===== src/rtl/flush_ctrl.sv =====
// flush_ctrl: commit-time trap / ertn / interrupt sequencer.
// Detects an event at WB while IDLE, latches it, drives a FLUSH_CYCLES-long
// pipeline flush with a single CSR update pulse in the first flush cycle,
// then holds a redirect PC toward IF until IF accepts it.
//
// Ports:
//   clk, reset               clock, synchronous active-high reset
//   wb_valid/ex/ertn         WB instruction status (ex/ertn qualified by valid)
//   wb_ecode/esubcode/pc     WB exception info
//   int_pending              enabled, pending interrupt from CSR
//   csr_eentry, csr_era      trap entry and return addresses
//   if_redirect_ready        IF accepts the redirect this cycle
//   wb_cancel                combinational: suppress WB rf write this cycle
//   flush                    flush all pipeline stages
//   csr_ex_we + csr_ex_*     one-cycle exception record pulse with payload
//   csr_ertn_we              one-cycle PRMD->CRMD restore pulse
//   redirect_valid/pc        fetch redirect toward IF
//   ctrl_busy                controller is not IDLE
module flush_ctrl #(
    parameter int unsigned FLUSH_CYCLES = 1,
    parameter logic [5:0]  INT_ECODE    = 6'h00
) (
    input  logic        clk,
    input  logic        reset,
    input  logic        wb_valid,
    input  logic        wb_ex,
    input  logic        wb_ertn,
    input  logic [5:0]  wb_ecode,
    input  logic [8:0]  wb_esubcode,
    input  logic [31:0] wb_pc,
    input  logic        int_pending,
    input  logic [31:0] csr_eentry,
    input  logic [31:0] csr_era,
    input  logic        if_redirect_ready,
    output logic        wb_cancel,
    output logic        flush,
    output logic        csr_ex_we,
    output logic [5:0]  csr_ex_ecode,
    output logic [8:0]  csr_ex_esubcode,
    output logic [31:0] csr_ex_era,
    output logic        csr_ertn_we,
    output logic        redirect_valid,
    output logic [31:0] redirect_pc,
    output logic        ctrl_busy
);

    localparam int unsigned CNT_W = 4;

    typedef enum logic [1:0] {
        S_IDLE     = 2'd0,
        S_FLUSH    = 2'd1,
        S_REDIRECT = 2'd2
    } state_t;

    state_t           state_q, state_d;
    logic [CNT_W-1:0] cnt_q, cnt_d;

    logic        flush_d;
    logic        csr_ex_we_d;
    logic        csr_ertn_we_d;
    logic        redirect_valid_d;
    logic        ctrl_busy_d;
    logic [5:0]  ecode_d;
    logic [8:0]  esubcode_d;
    logic [31:0] era_d;
    logic [31:0] redirect_pc_d;

    logic is_idle;
    logic evt_int;
    logic evt_ex;
    logic evt_ertn;
    logic evt_any;

    // Event decode in priority order INT > EX > ERTN.
    assign is_idle  = (state_q == S_IDLE);
    assign evt_int  = wb_valid & int_pending;
    assign evt_ex   = wb_valid & ~int_pending & wb_ex;
    assign evt_ertn = wb_valid & ~int_pending & ~wb_ex & wb_ertn;
    assign evt_any  = evt_int | evt_ex | evt_ertn;

    // Ertn has no rf write, so only traps (incl. interrupt-converted) cancel.
    assign wb_cancel = is_idle & wb_valid & (int_pending | wb_ex);

    // Next-state and next-output logic; registered outputs follow state_d.
    always_comb begin
        state_d       = state_q;
        cnt_d         = cnt_q;
        csr_ex_we_d   = 1'b0;
        csr_ertn_we_d = 1'b0;
        ecode_d       = csr_ex_ecode;
        esubcode_d    = csr_ex_esubcode;
        era_d         = csr_ex_era;
        redirect_pc_d = redirect_pc;

        case (state_q)
            S_IDLE: begin
                if (evt_any) begin
                    state_d       = S_FLUSH;
                    cnt_d         = CNT_W'(FLUSH_CYCLES - 1);
                    redirect_pc_d = evt_ertn ? csr_era : csr_eentry;
                    if (evt_ertn) begin
                        csr_ertn_we_d = 1'b1;
                    end else begin
                        csr_ex_we_d = 1'b1;
                        ecode_d     = evt_int ? INT_ECODE : wb_ecode;
                        esubcode_d  = evt_int ? 9'd0 : wb_esubcode;
                        era_d       = wb_pc;
                    end
                end
            end
            S_FLUSH: begin
                if (cnt_q == '0) begin
                    state_d = S_REDIRECT;
                end else begin
                    cnt_d = cnt_q - CNT_W'(1);
                end
            end
            S_REDIRECT: begin
                if (if_redirect_ready) begin
                    state_d = S_IDLE;
                end
            end
            default: begin
                state_d = S_IDLE;
            end
        endcase

        flush_d          = (state_d == S_FLUSH);
        redirect_valid_d = (state_d == S_REDIRECT);
        ctrl_busy_d      = (state_d != S_IDLE);
    end

    // State and output registers; reset aborts any sequence in flight.
    always_ff @(posedge clk) begin
        if (reset) begin
            state_q         <= S_IDLE;
            cnt_q           <= '0;
            flush           <= 1'b0;
            csr_ex_we       <= 1'b0;
            csr_ertn_we     <= 1'b0;
            csr_ex_ecode    <= '0;
            csr_ex_esubcode <= '0;
            csr_ex_era      <= '0;
            redirect_valid  <= 1'b0;
            redirect_pc     <= '0;
            ctrl_busy       <= 1'b0;
        end else begin
            state_q         <= state_d;
            cnt_q           <= cnt_d;
            flush           <= flush_d;
            csr_ex_we       <= csr_ex_we_d;
            csr_ertn_we     <= csr_ertn_we_d;
            csr_ex_ecode    <= ecode_d;
            csr_ex_esubcode <= esubcode_d;
            csr_ex_era      <= era_d;
            redirect_valid  <= redirect_valid_d;
            redirect_pc     <= redirect_pc_d;
            ctrl_busy       <= ctrl_busy_d;
        end
    end

endmodule


===== config.mk =====
export PLATFORM = sky130hd
export DESIGN_NAME = flush_ctrl
export DESIGN_NICKNAME = d
export VERILOG_FILES = /design/src/rtl/flush_ctrl.sv
export SDC_FILE = /design/constraint.sdc
export NUM_CORES = 1
export LEC_CHECK = 0
export ABC_CLOCK_PERIOD_IN_PS = 1700
export CAP_MARGIN = 15
export CORE_MARGIN = 2
export CORE_UTILIZATION = 35
export DETAILED_ROUTE_END_ITERATION = 16
export PLACE_DENSITY_LB_ADDON = 0.3
export RECOVER_POWER = 100
export SETUP_SLACK_MARGIN = 0.5
export SYNTH_ARGS = -nofsm -noshare
export SYNTH_HDL_FRONTEND = slang
export SYNTH_SLANG_ARGS = --single-unit

===== constraint.sdc =====
create_clock -name clk -period 1.7 [get_ports clk]
set_clock_uncertainty 0.15 [all_clocks]
set_input_delay 0.34 -clock clk [delete_from_list [all_inputs] [get_ports clk]]
set_output_delay 0.34 -clock clk [all_outputs]
set_load 0.05 [all_outputs]

==> results of run 1 <==
[cells in the final DEF (no fill, tap or decap), drive strengths merged, types with 2 or more instances in the layout]
| master | n |
|---|---|
| a211oi | 32 |
| a21oi | 52 |
| and2 | 2 |
| buf | 168 |
| bufbuf | 4 |
| bufinv | 3 |
| clkbuf | 19 |
| clkdlybuf4s15 | 3 |
| clkdlybuf4s50 | 112 |
| clkinv | 2 |
| dfxtp | 90 |
| inv | 4 |
| mux2i | 32 |
| nand2 | 84 |
| nand2b | 2 |
| nand3 | 16 |
| nor2 | 38 |
| nor3 | 3 |
| nor3b | 3 |
| or3 | 3 |
[registers in the layout (all words and copies together), names as in the netlist]
name,cells
csr_ex_we,1
redirect_valid,1
csr_ex_ecode,6
csr_ex_era,32
redirect_pc,32
cnt_q,4
csr_ertn_we,1
ctrl_busy,1
state_q,2
csr_ex_esubcode,9
flush,1
[cells by family (layout without fill, tap and decap cells)]
family,after synthesis,in the layout,share of synthesized area
buf+inv,35,315,0.0550
mux,32,32,0.0870
flops,90,90,0.489
fa+ha+maj,1,1,0.00340
simple gates,153,154,0.177
compound gates,88,88,0.189
[worst max-delay path by stage]
stage	from	endpoint	cells past startpoint	slack, ns
detailed placement	wb_valid	cnt_q[3]	6	-0.46
CTS	state_q[0]	wb_cancel	4	-0.11
finish	state_q[1]	cnt_q[3]	6	-0.11
global route	state_q[1]	wb_cancel	4	-0.15
floorplan	int_pending	redirect_pc[18]	6	0.1
global placement	wb_valid	cnt_q[3]	6	-0.39
[metrics by stage]
| stage | hold WS, ns | TNS [ns] | instances | util | worst slack, ns |
|---|---|---|---|---|---|
| 2_1_floorplan | 0.297 | 0 | 399 | - | 0.0974 |
| 3_3_place_gp | 0.312 | -28.09 | 727 | 0.668 | -0.389 |
| 3_5_place_dp | 0.330 | -32.02 | 727 | 0.668 | -0.463 |
| 4_1_cts | 0.161 | -0.460 | 800 | 0.773 | -0.107 |
| 5_1_grt | 0.172 | -1.75 | 816 | 0.763 | -0.154 |
| 6_report | 0.185 | -0.498 | 816 | 0.763 | -0.109 |
[layer usage]
metal	track usage	vias up
met5	0	-
met4	0.0872	0
met3	0.113	26
met2	0.442	181
met1	0.241	1887
li1	-	1915
[cell type report]
type                            instances  area share
Tap cell                              136      0.0217
Inverter                                3     0.00175
Timing Repair Buffer                  296       0.477
Sequential cell                        90       0.231
Multi-Input combinational cell        275       0.237
Clock inverter                          6      0.0144
Clock buffer                           10      0.0175
[what timing repair did]
| action | 4_1_cts | 5_1_grt |
|---|---|---|
| endpoints found under the setup margin | 175 | 175 |
| pin swaps | 4 | 2 |
| setup buffers | 50 | 16 |
| gates resized for setup | 133 | 5 |
| hold endpoints to repair | 0 | 0 |
| cloned | 7 | 0 |
[power groups by stage]
stage / clock, mW / sequential (mW) / combinational, mW
final: 1.82 / 2.46 / 2.54
after global routing: 1.95 / 2.47 / 2.65
after CTS: 1.86 / 2.49 / 2.53
after detailed placement: 0 / 2.51 / 2.20
after global placement: 0 / 2.50 / 2.16
after floorplan: 0 / 2.97 / 0.607
==> metrics.cfg, run 1 <==
[power_and_ir_drop]
p_clk_frac = 0.267
p_seq_frac = 0.360
p_sw_mw = 2.18
power.share.combinational = 0.372
swShare = 0.320
power_density_mw_per_mm2 = 869
leakagePower_nw = 3.06
ir_worst_vdd_uv = 577
p_int_mw = 4.64
total_power_mw = 6.82

[setup_path]
crit_arrival_ns = 1.95
worstReg2RegEnd = cnt_q[3]
worst-setup-path-type = reg2reg
path_max_fanout = 5
crit_family = simple AND/OR/NAND/NOR gates
startpoint_type = flip-flop
cp_common_cell = buf_4
cp_data_required_time_ns = 1.84
path_cells = nor3b_4 -> buf_4 -> buf_4 -> a2bb2oi_4 -> or4_1 -> o22ai_2
r2r_slack_ns = -0.11
r2r-start = state_q[1]
slowest_stage = or4_1
r2r_cells = 6
setup.worst_path.end_class = flip-flop
slowest_delay_ns = 0.42
path_buf_inv = 2

[timing]
setup_slack_ns = -0.109
period_needed_ns = 1.81
slew_violations = 0
maxSlewHeadroom = 0.768
setup_violations = 10
max_freq_ghz = 0.553
finalHoldViolCount = 0
layout_worst_path_cycle_share = 1.06
tightestPinTransition_ns = 0.348
rsz0062_at_grt = true

[floorplanning]
io_pins = 203
rows = 37
core_sq_mm = 0.0103
dieArea_sq_mm = 0.0114
start_util = 0.358
die_h_um = 107
chipWidth_um = 107

[run_status]
violations = negative setup slack
status = finished, violations left

[final_layout]
syn2layout_area_growth_pct = 113
register_area_sq_mm = 0.00181
fin_area_sq_mm = 0.00784
fin_nets = 794
multi_input_area_sq_mm = 0.00186
n_fill_cell = 684
layout-drive-gt1-share = 0.421
diodes = 0

[min_path]
hold_path_end = state_q[1]
holdCritStartpoint = reset
hold_depth = 2
hp-class = in2reg

[global_routing]
grt_pass1_vias = 4300
grt_max_degree = 52
antenna_found_initial = 0
overflow = 0
grt.total_usage = 0.243
grt_pass1_wl_mm = 21.4

[detailed_routing]
routed_wl_mm = 13.9
via_per_inst = 4.91
wl_met1_mm = 4.75
firstDrtPassIters = 4
wl_met3_mm = 1.46
top_layer = met4
drc = 0
wl_met2_mm = 7.46
vias = 4009
wl_per_cell_um = 17.1
drt_iter0_drc = 96
antenna_left = 0

[clock_network]
cts_tree = done
cts_buffer_depth = 2
clockRootBuffer = clkbuf_8
path_clk_slew_ns = 0.09
cts_made_buffers = 9
hold_buffers = 0
clock-sinks = 90
insertion_delay_ns = 0.37
cts.htree.levels = 3

[run]
maxCapViolCount = 0

[synth]
ys_warn_count = 0
synthesis.nets = 518
yosysMostFrequentCell = dfxtp_1
synthTopCellsByCount = 90 x dfxtp_1, 84 x nand2_1, 52 x a21oi_1
netlist_instances = 399
yosysSeqAreaShare = 0.489
synth_flop_cell = dfxtp_1
synthArstFlopShare = 0
synth_top_area_share = 0.489
synthesis.area_sq_mm = 0.00368
syn_area_per_cell_sq_um = 9.23
synth_edf_count = 0
ys_ff_latch = 90
synth_cell_types = 29
synthTopCellsByArea = dfxtp_1 49%, a211oi_2 11%, mux2i_1 8.7%, nand2_1 8.6%, a21oi_1 7.1%
yosys.area.top_type = dfxtp_1

[placement]
portBuffers = 202
gp_congestion = 0.749
postPlaceCellArea_sq_mm = 0.00687
hpwl_mm = 8.76

(Power assumes the default switching activity.)
==> inputs of run 2 (changes only) <==
--- a/config.mk
+++ b/config.mk
@@ -9,6 +9,7 @@
 export CAP_MARGIN = 15
 export CORE_MARGIN = 2
 export CORE_UTILIZATION = 35
+export CTS_CLUSTER_DIAMETER = 120
 export DETAILED_ROUTE_END_ITERATION = 16
 export PLACE_DENSITY_LB_ADDON = 0.3
 export RECOVER_POWER = 100
==> results of run 2 <==
No change in the layout: final DEF, timing and power equal those of run 1.
==> inputs of run 3 (changes only) <==
--- a/config.mk
+++ b/config.mk
@@ -10,6 +10,7 @@
 export CORE_MARGIN = 2
 export CORE_UTILIZATION = 35
 export CTS_CLUSTER_DIAMETER = 120
+export CTS_CLUSTER_SIZE = 40
 export DETAILED_ROUTE_END_ITERATION = 16
 export PLACE_DENSITY_LB_ADDON = 0.3
 export RECOVER_POWER = 100
==> results of run 3 <==
No change in the layout: final DEF, timing and power equal those of run 1.
